$ cat src/rtl/alu_seq_pkg.sv
// Shared definitions for the ALU execution sequencer: opcodes, alu_ctl bit
// positions, FSM state encoding and the opcode-to-strobe mapping.
package alu_seq_pkg;

  localparam logic [4:0] OP_ADD  = 5'd0;
  localparam logic [4:0] OP_SUB  = 5'd1;
  localparam logic [4:0] OP_AND  = 5'd2;
  localparam logic [4:0] OP_OR   = 5'd3;
  localparam logic [4:0] OP_SHR  = 5'd4;
  localparam logic [4:0] OP_SHRA = 5'd5;
  localparam logic [4:0] OP_SHL  = 5'd6;
  localparam logic [4:0] OP_ROR  = 5'd7;
  localparam logic [4:0] OP_ROL  = 5'd8;
  localparam logic [4:0] OP_ADDI = 5'd9;
  localparam logic [4:0] OP_ANDI = 5'd10;
  localparam logic [4:0] OP_ORI  = 5'd11;
  localparam logic [4:0] OP_MUL  = 5'd12;
  localparam logic [4:0] OP_DIV  = 5'd13;
  localparam logic [4:0] OP_NEG  = 5'd14;
  localparam logic [4:0] OP_NOT  = 5'd15;

  localparam int CTL_W    = 13;
  localparam int CTL_ADD  = 0;
  localparam int CTL_SUB  = 1;
  localparam int CTL_AND  = 2;
  localparam int CTL_OR   = 3;
  localparam int CTL_SHR  = 4;
  localparam int CTL_SHRA = 5;
  localparam int CTL_SHL  = 6;
  localparam int CTL_ROR  = 7;
  localparam int CTL_ROL  = 8;
  localparam int CTL_NEG  = 9;
  localparam int CTL_NOT  = 10;
  localparam int CTL_MUL  = 11;
  localparam int CTL_DIV  = 12;

  typedef enum logic [2:0] {
    ST_IDLE   = 3'd0,
    ST_LOAD_Y = 3'd1,
    ST_EXEC   = 3'd2,
    ST_WB_LO  = 3'd3,
    ST_WB_HI  = 3'd4,
    ST_DONE   = 3'd5
  } state_t;

  // Immediate forms reuse the strobe of their register counterpart.
  function automatic logic [CTL_W-1:0] op_to_ctl(input logic [4:0] op);
    logic [CTL_W-1:0] ctl;
    ctl = '0;
    case (op)
      OP_ADD, OP_ADDI: ctl[CTL_ADD]  = 1'b1;
      OP_SUB:          ctl[CTL_SUB]  = 1'b1;
      OP_AND, OP_ANDI: ctl[CTL_AND]  = 1'b1;
      OP_OR,  OP_ORI:  ctl[CTL_OR]   = 1'b1;
      OP_SHR:          ctl[CTL_SHR]  = 1'b1;
      OP_SHRA:         ctl[CTL_SHRA] = 1'b1;
      OP_SHL:          ctl[CTL_SHL]  = 1'b1;
      OP_ROR:          ctl[CTL_ROR]  = 1'b1;
      OP_ROL:          ctl[CTL_ROL]  = 1'b1;
      OP_NEG:          ctl[CTL_NEG]  = 1'b1;
      OP_NOT:          ctl[CTL_NOT]  = 1'b1;
      OP_MUL:          ctl[CTL_MUL]  = 1'b1;
      OP_DIV:          ctl[CTL_DIV]  = 1'b1;
      default:         ctl = '0;
    endcase
    return ctl;
  endfunction

endpackage

$ cat src/rtl/alu_exec_sequencer_decode.sv
// Combinational opcode classifier: ALU strobe vector plus the operand-routing
// and writeback attributes the sequencer needs.
module alu_op_decode
  import alu_seq_pkg::*;
(
  input  logic [4:0]       op,
  output logic [CTL_W-1:0] alu_ctl,
  output logic             is_imm,
  output logic             is_unary,
  output logic             is_muldiv,
  output logic             is_illegal
);

  always_comb begin
    alu_ctl    = op_to_ctl(op);
    is_illegal = op[4];
    is_imm     = (op == OP_ADDI) || (op == OP_ANDI) || (op == OP_ORI);
    is_unary   = (op == OP_NEG) || (op == OP_NOT);
    is_muldiv  = (op == OP_MUL) || (op == OP_DIV);
  end

endmodule

$ cat src/rtl/alu_exec_sequencer.sv
// Control sequencer for one ALU-class instruction: Y load, execute with Z
// capture, Z writeback to a register or HI/LO. Outputs are registered.
module alu_exec_sequencer
  import alu_seq_pkg::*;
#(
  parameter int MULDIV_EXEC_CYCLES = 1
) (
  input  logic             clock,
  input  logic             clear_n,
  input  logic             start,
  input  logic [4:0]       opcode,
  output logic [CTL_W-1:0] alu_ctl,
  output logic             Rout_a,
  output logic             Rout_b,
  output logic             Cout,
  output logic             Yin,
  output logic             Zin,
  output logic             ZLowout,
  output logic             ZHighout,
  output logic             Rin,
  output logic             LOin,
  output logic             HIin,
  output logic             busy,
  output logic             done,
  output logic             illegal
);

  localparam logic [3:0] MD_LOAD = 4'(MULDIV_EXEC_CYCLES - 1);

  state_t           state;
  state_t           nxt_state;
  logic [4:0]       op_q;
  logic [4:0]       nxt_op;
  logic [4:0]       dec_op;
  logic [3:0]       cnt;
  logic [3:0]       nxt_cnt;
  logic             reject;
  logic [CTL_W-1:0] dec_ctl;
  logic             dec_imm;
  logic             dec_unary;
  logic             dec_muldiv;
  logic             dec_illegal;

  // In IDLE the live opcode is classified so an accepted request is decoded
  // for the very state it enters; otherwise the latched opcode rules.
  assign dec_op = (state == ST_IDLE) ? opcode : op_q;

  alu_op_decode u_decode (
    .op         (dec_op),
    .alu_ctl    (dec_ctl),
    .is_imm     (dec_imm),
    .is_unary   (dec_unary),
    .is_muldiv  (dec_muldiv),
    .is_illegal (dec_illegal)
  );

  always_comb begin
    nxt_state = state;
    nxt_op    = op_q;
    nxt_cnt   = cnt;
    reject    = 1'b0;
    case (state)
      ST_IDLE: begin
        if (start) begin
          if (dec_illegal) begin
            reject = 1'b1;
          end else begin
            nxt_state = ST_LOAD_Y;
            nxt_op    = opcode;
          end
        end
      end
      ST_LOAD_Y: begin
        nxt_state = ST_EXEC;
        nxt_cnt   = dec_muldiv ? MD_LOAD : 4'd0;
      end
      ST_EXEC: begin
        if (cnt == 4'd0) nxt_state = ST_WB_LO;
        else             nxt_cnt   = cnt - 4'd1;
      end
      ST_WB_LO: nxt_state = dec_muldiv ? ST_WB_HI : ST_DONE;
      ST_WB_HI: nxt_state = ST_DONE;
      ST_DONE:  nxt_state = ST_IDLE;
      default:  nxt_state = ST_IDLE;
    endcase
  end

  // Outputs are decoded from the state being entered, so each register holds
  // exactly the Moore value of the current state.
  always_ff @(posedge clock or negedge clear_n) begin
    if (!clear_n) begin
      state    <= ST_IDLE;
      op_q     <= '0;
      cnt      <= '0;
      alu_ctl  <= '0;
      Rout_a   <= 1'b0;
      Rout_b   <= 1'b0;
      Cout     <= 1'b0;
      Yin      <= 1'b0;
      Zin      <= 1'b0;
      ZLowout  <= 1'b0;
      ZHighout <= 1'b0;
      Rin      <= 1'b0;
      LOin     <= 1'b0;
      HIin     <= 1'b0;
      busy     <= 1'b0;
      done     <= 1'b0;
      illegal  <= 1'b0;
    end else begin
      state    <= nxt_state;
      op_q     <= nxt_op;
      cnt      <= nxt_cnt;
      illegal  <= reject;
      busy     <= (nxt_state != ST_IDLE);
      alu_ctl  <= '0;
      Rout_a   <= 1'b0;
      Rout_b   <= 1'b0;
      Cout     <= 1'b0;
      Yin      <= 1'b0;
      Zin      <= 1'b0;
      ZLowout  <= 1'b0;
      ZHighout <= 1'b0;
      Rin      <= 1'b0;
      LOin     <= 1'b0;
      HIin     <= 1'b0;
      done     <= 1'b0;
      case (nxt_state)
        ST_LOAD_Y: begin
          Yin    <= 1'b1;
          Rout_a <= !dec_unary;
          Rout_b <= dec_unary;
        end
        ST_EXEC: begin
          alu_ctl <= dec_ctl;
          Cout    <= dec_imm;
          Rout_b  <= !dec_imm && !dec_unary;
          Zin     <= (nxt_cnt == 4'd0);
        end
        ST_WB_LO: begin
          ZLowout <= 1'b1;
          Rin     <= !dec_muldiv;
          LOin    <= dec_muldiv;
        end
        ST_WB_HI: begin
          ZHighout <= 1'b1;
          HIin     <= 1'b1;
        end
        ST_DONE: done <= 1'b1;
        default: ;
      endcase
    end
  end

endmodule

$ cat config.mk
export PLATFORM = sky130hd
export DESIGN_NAME = alu_exec_sequencer
export DESIGN_NICKNAME = d
export VERILOG_FILES = /design/src/rtl/alu_seq_pkg.sv /design/src/rtl/alu_exec_sequencer_decode.sv /design/src/rtl/alu_exec_sequencer.sv
export SDC_FILE = /design/constraint.sdc
export NUM_CORES = 1
export LEC_CHECK = 0
export BUFFER_PORTS_ARGS = -buffer_cell sky130_fd_sc_hd__buf_2
export CELL_PAD_IN_SITES_DETAIL_PLACEMENT = 0
export CELL_PAD_IN_SITES_GLOBAL_PLACEMENT = 2
export CORE_MARGIN = 4
export CORE_UTILIZATION = 30
export DETAILED_ROUTE_END_ITERATION = 8
export GPL_TIMING_DRIVEN = 0
export PLACE_DENSITY = 0.82
export REMOVE_ABC_BUFFERS = 1
export SETUP_SLACK_MARGIN = 0.2
export SLEW_MARGIN = 0
export SYNTH_ARGS = -nofsm -noshare
export SYNTH_HDL_FRONTEND = slang
export SYNTH_SLANG_ARGS = --single-unit
$ cat constraint.sdc
create_clock -name clock -period 1.8 [get_ports clock]
set_input_delay 0.27 -clock clock [delete_from_list [all_inputs] [get_ports clock]]
set_output_delay 0.27 -clock clock [all_outputs]
set_load 0.05 [all_outputs]
==> metrics.yaml, run 1 <==
floorplanning:
  core_area_sq_um: 5140
  num_rows: 26
  dieArea_sq_um: 6540
  die_width_microns: 80.9
  io-pin-count: 34
  die_h_microns: 80.9
  initial_core_util_pct: 31.0
layout:
  fin_cells: 268
  antenna_cells: 0
  final_common_cell: "dfrtp_1"
  final_area_sq_um: 2180
  mostFrequentLayoutCells: "dfrtp_1 (34), buf_2 (33), nand2_1 (14)"
  postLayoutCoreUtil_pct: 42.5
  syn_to_final_growth_pct: 37.0
  final_nets: 206
  drive_above_1_share_pct: 41.9
power_and_ir_drop:
  total_power_w: 0.00403
  power.leakage_nw: 1.09
  vdd_drop_max_mv: 0.668
  powerDensity_nw_per_um2: 1850
placed_design:
  placed_area_sq_um: 1820
  port_buffers: 33
  dp.cells: 246
  dpl.hpwl_microns: 2310
  gp_congestion: 0.745
  pre_cts_ws_ps: -295
worst_setup_path:
  reg2reg_to: "Cout"
  r2r_start: "state[2]"
  crit_fanout: 8
  r2r_cells: 5
  worst-r2r-setup-slack_ps: 190
  required_ps: 1970
  start_kind: "flop"
  critPathKind: "reg -> reg"
  cp_data_arrival_time_ps: 1780
  cp-end-kind: "flop"
clock_network:
  clock_latency_ps: 290
  cts_tree: "yes"
  htreeDepth: 2
  clock_path_buffers: 2
  path_clk_slew_ps: 80
  postCtsHoldBufs: 0
  cts_root_buf: "clkbuf_8"
  cts_made_buffers: 5
  cts_num_sinks: 37
yosys:
  syn_area_sq_um: 1590
  synth_edf_count: 0
  yosys_warnings: 0
  ys_seq_area_share_pct: 58.1
  synthArstFlopShare_pct: 100
  synth_cells: 147
  ys.flop_type: "dfrtp_1"
  synth.distinct_cells: 42
  synth_seq_cells: 37
  avgSynthCellArea_sq_um: 10.8
job:
  drv_cap: 0
global_routing:
  antenna_found_initial: 0
  grt_max_degree: 38
  grt_pass1_vias: 1186
  grtUsageTotal_pct: 11.9
  grt.overflow.total: 0
  grt_pass1_wl_microns: 5890
timing:
  fin_skew_ps: 7.83
  final-max-slew-violation-count: 0
  rsz0062_at_grt: "true"
  worst_pin_slew_ps: 778
  fin_ws_ps: 191
  min_period_ps: 1610
  fin_crit_sh_pct: 89.4
  finalHoldViolations: 0
  slew_headroom_pct: 48.1
  setup_viol: 0
  max_freq_mhz: 622
routing:
  routed_wl_microns: 3410
  vias: 1184
  routedWlPerCell_microns: 12.7
  drt_pre_antenna_iters: 4
  drtIter0Drc: 36
  drc: 0
  vias_per_cell: 4.42
  antenna_left: 0
worst_hold_path:
  worstHoldPathType: "in -> async"
run_status:
  run_status: "finished, final reports clean"
-- state kept, by name, indices dropped and copies added, names as in the netlist, 3 cells and up --
signal and count:
alu_ctl 13, state 3, op_q 5, cnt 4
-- worst max path at each step --
stage                         from         end  slack (ps)  cells after the start
after global placement    state[2]  alu_ctl[8]        -350                      4
after detailed placement  state[2]  alu_ctl[8]        -300                      4
after floorplan           state[1]  alu_ctl[8]          20                      4
after global routing      state[2]        Cout         120                      5
final                     state[2]        Cout         190                      5
after CTS                   cnt[0]  alu_ctl[7]         210                      6
-- routing by layer --
layer	vias up	routed length [microns]	track usage [%]
met5	-	0	0
met4	0	53	4.05
met3	5	188	3.77
met2	29	1470	16.3
met1	553	1700	17.4
li1	597	-	-
-- critical path: stages, from the launching register on --
cell and delay, ps:
dfrtp_2 440, nor3_4 230, buf_12 170, mux2i_4 330, nand2_2 140, nor3b_2 180
-- cell families (layout without fill, tap and decap cells) --
kind of cell,count (synthesis),in the layout,synth area share (%)
xor gates and xnor gates,2,2,1.10
AOI/OAI and AO/OA,22,22,8.16
buffers and inverters,12,63,3.61
DFF,37,37,58.1
and+or+nand+nor,66,66,22.7
adders and majority gates,1,1,0.785
muxes,7,7,5.57
-- metrics by stage --
stage          TNS [ps]  hold slack, ps
4_1_cts               0            85.2
6_report              0            58.4
2_1_floorplan         0           -25.6
5_1_grt               0             126
3_3_place_gp      -3910             405
3_5_place_dp      -3170             399
-- cell usage after synthesis (3+ instances only) --
master	number	area, sq um
and3_1	3	18.8
nand2_1	16	60.1
nor3_1	8	40.0
inv_1	7	26.3
nand2b_1	7	43.8
nor2_1	14	52.6
a21oi_1	5	25.0
mux2i_1	3	30.0
o21ai_1	7	35.0
dfrtp_1	37	926
-- timing repair --
| item | CTS | global route |
|---|---|---|
| buffers inserted | 11 | 3 |
| resized for setup | 14 | 12 |
| pin swaps | 6 | 6 |
| setup endpoints to repair | 30 | 19 |
-- area by class of cell --
cell class / count / area [sq um]
Clock buffer: 5 / 68.8
Clock inverter: 3 / 65.1
Fill cell: 517 / 2960
Inverter: 8 / 30.0
Multi-Input combinational cell: 98 / 717
Sequential cell: 37 / 930
Tap cell: 70 / 87.6
Timing Repair Buffer: 47 / 287
-- where the power goes --
| part | leakage (nW) | switching, W | internal, W |
|---|---|---|---|
| Clock | 0.0681 | 0.000290 | 0.000550 |
| Sequential | 0.495 | 0.000152 | 0.00102 |
| Combinational | 0.528 | 0.00122 | 0.000796 |
| Total | 1.09 | 0.00166 | 0.00237 |
No activity file was read; power rests on OpenSTA's default activity.
==> run 2: changes to the inputs <==
--- a/config.mk
+++ b/config.mk
@@ -10,6 +10,7 @@
 export CELL_PAD_IN_SITES_GLOBAL_PLACEMENT = 2
 export CORE_MARGIN = 4
 export CORE_UTILIZATION = 30
+export CTS_BUF_LIST = sky130_fd_sc_hd__clkbuf_16
 export DETAILED_ROUTE_END_ITERATION = 8
 export GPL_TIMING_DRIVEN = 0
 export PLACE_DENSITY = 0.82
==> run 2 against run 1 <==
Register-to-register slack worse by 40 ps; non-clock buffer count up 2; cell count up 0.75%; clock skew down 1.8 ps; design area up 6.2%; critical path depth up 1; combinational power up 11%; die area unchanged; fmax down 2.4%; highest routed layer unchanged.
==> metrics.yaml, run 2 (synthesis results as in run 1) <==
run_status:
  run_status: "finished, final reports clean"  # unchanged
worst_setup_path:
  critPathKind: "reg -> reg"  # unchanged
  crit_path_max_incr_delay_ps: 430  # was 440 ps
  cp-end-kind: "flop"  # unchanged
  cp_data_arrival_time_ps: 1810  # was 1780 ps
  worst-path-buf-inv: 2  # was 1
  start_kind: "flop"  # unchanged
  crit_fanout: 5  # was 8
  required_ps: 1960  # was 1970 ps
  crit_chain: "nor3_4 -> buf_12 -> mux2i_4 -> buf_6 -> nor2_2 -> and3_1"  # was nor3_4 -> buf_12 -> mux2i_4 -> nand2_2 -> nor3b_2
  critPathTopFamily: "simple AND/OR/NAND/NOR gates"  # unchanged
  cpMaxStageDelayCell: "dfrtp_2"  # unchanged
global_routing:
  grt_pass1_vias: 1178  # was 1186
  antenna_found_initial: 0  # unchanged
  grt_max_degree: 38  # unchanged
  grtUsageTotal_pct: 12.0  # was 11.9%
  grt_pass1_wl_microns: 5950  # was 5890 microns
  grt.overflow.total: 0  # unchanged
routing:
  routedWlPerCell_microns: 13.2  # was 12.7 microns
  drt_pre_antenna_iters: 4  # unchanged
  vias: 1205  # was 1184
  drtIter0Drc: 46  # was 36
  vias_per_cell: 4.46  # was 4.42
  routed_wl_microns: 3570  # was 3410 microns
  drc: 0  # unchanged
  antenna_left: 0  # unchanged
power_and_ir_drop:
  vdd_drop_max_mv: 0.720  # was 0.668 mV
  power_frac_clock_pct: 24.5  # was 20.8%
  power.leakage_nw: 1.14  # was 1.09 nW
  p_switching_w: 0.00177  # was 0.00166 W
  seqPwrFrac_pct: 25.7  # was 29.1%
  powerDensity_nw_per_um2: 1940  # was 1850 nW/um^2
  p_sw_share_pct: 39.2  # was 41.2%
  comb_power_share_pct: 49.8  # was 50.0%
  intPower_w: 0.00274  # was 0.00237 W
timing:
  max_freq_mhz: 607  # was 622 MHz
  setup_viol: 0  # unchanged
  rsz0062_at_grt: "true"  # unchanged
  fin_crit_sh_pct: 91.5  # was 89.4%
  fin_setup_tns_ps: 0  # unchanged
  hold_slack_ps: 80.6  # was 58.4 ps
  finalHoldViolations: 0  # unchanged
  min_period_ps: 1650  # was 1610 ps
  worst_pin_slew_ps: 790  # was 778 ps
  final-max-slew-violation-count: 0  # unchanged
  fin_ws_ps: 153  # was 191 ps
  slew_headroom_pct: 47.3  # was 48.1%
  fin_skew_ps: 5.99  # was 7.83 ps
placed_design:
  pre_cts_ws_ps: -295  # unchanged
  gp_congestion: 0.745  # unchanged
  dpl.hpwl_microns: 2310  # unchanged
  port_buffers: 33  # unchanged
floorplanning:
  die_width_microns: 80.9  # unchanged
  initial_core_util_pct: 31.0  # unchanged
  dieArea_sq_um: 6540  # unchanged
  num_rows: 26  # unchanged
  die_h_microns: 80.9  # unchanged
  io-pin-count: 34  # unchanged
  core_area_sq_um: 5140  # unchanged
layout:
  postLayoutCoreUtil_pct: 45.1  # was 42.5%
  seq_area_sq_um: 930  # unchanged
  reg_top3: "alu_ctl (13), op_q (5), cnt (4)"  # unchanged
  fillers: 501  # was 517
  multi_input_area_sq_um: 757  # was 717 sq um
  syn_to_final_growth_pct: 45.5  # was 37.0%
  top_register: "alu_ctl"  # unchanged
  final_nets: 208  # was 206
  mostFrequentLayoutCells: "dfrtp_1 (34), buf_2 (33), nand2_1 (14)"  # unchanged
  antenna_cells: 0  # unchanged
  largest_register_ffs: 13  # unchanged
  drive_above_1_share_pct: 46.0  # was 41.9%
  final_common_cell: "dfrtp_1"  # unchanged
clock_network:
  path_clk_slew_ps: 50  # was 80 ps
  cts_root_buf: "clkbuf_16"  # was clkbuf_8
  clock_latency_ps: 280  # was 290 ps
  htreeDepth: 2  # unchanged
  clock_path_buffers: 2  # unchanged
  cts_tree: "yes"  # unchanged
  cts_num_sinks: 37  # unchanged
  cts_made_buffers: 5  # unchanged
  postCtsHoldBufs: 0  # unchanged
worst_hold_path:
  worstHoldPathType: "in -> async"  # unchanged
job:
  drv_cap: 0  # unchanged
[run 2: power groups by stage]
stage | registers (W) | logic [W] | clock network [W]
3_5_place_dp | 0.00121 | 0.00145 | 0
4_1_cts | 0.00117 | 0.00179 | 0.00113
3_3_place_gp | 0.00121 | 0.00145 | 0
2_1_floorplan | 0.00158 | 0.000743 | 0
5_1_grt | 0.00119 | 0.00242 | 0.00118
6_report | 0.00116 | 0.00224 | 0.00110
[run 2: layer usage]
layer	vias to the layer above	track usage (%)	wire length, microns
met5	-	0	0
met4	0	4.05	29
met3	2	3.77	197
met2	31	16.4	1610
met1	567	17.7	1740
li1	605	-	-
[run 2: through the flow]
step	power [W]	cell area, sq um	instances
2_1_floorplan	0.00232	1570	143
3_3_place_gp	0.00267	1820	246
3_5_place_dp	0.00266	1820	246
4_1_cts	0.00409	2120	263
5_1_grt	0.00479	2320	270
6_report	0.00451	2320	270
[run 2: area by class of cell]
cell class	count	area share, %
flip-flops and latches	37	40.1
multi-input cells	98	32.6
clock inverters	3	2.80
repair buffers	49	13.9
clock buffers	5	5.39
inverters	8	1.40
well taps	70	3.78
[run 2: what timing repair did]
item	4_1_cts	5_1_grt
setup endpoints to repair	30	26
cloned	0	1
resized for setup	8	29
buffers inserted	9	6
pin swaps	4	13
[run 2: final timing paths]
check / slack, ps / depth (start not counted) / to / startpoint
worst max-delay path: 150 / 6 / alu_ctl[1] / state[1]
worst min-delay path: 80 / 1 / Rin / clear_n
worst max register to register: 150 / 6 / alu_ctl[1] / state[1]
worst min register to register: 550 / 1 / cnt[1] / cnt[1]
max in group asynchronous: 1170 / 1 / state[1] / clear_n
min in group clock: 250 / 3 / op_q[2] / opcode[2]
[run 2: worst register-to-register path, stage by stage (launching register included)]
cell	delay, ps
dfrtp_2	430
nor3_4	280
buf_12	170
mux2i_4	320
buf_6	150
nor2_2	30
and3_1	160
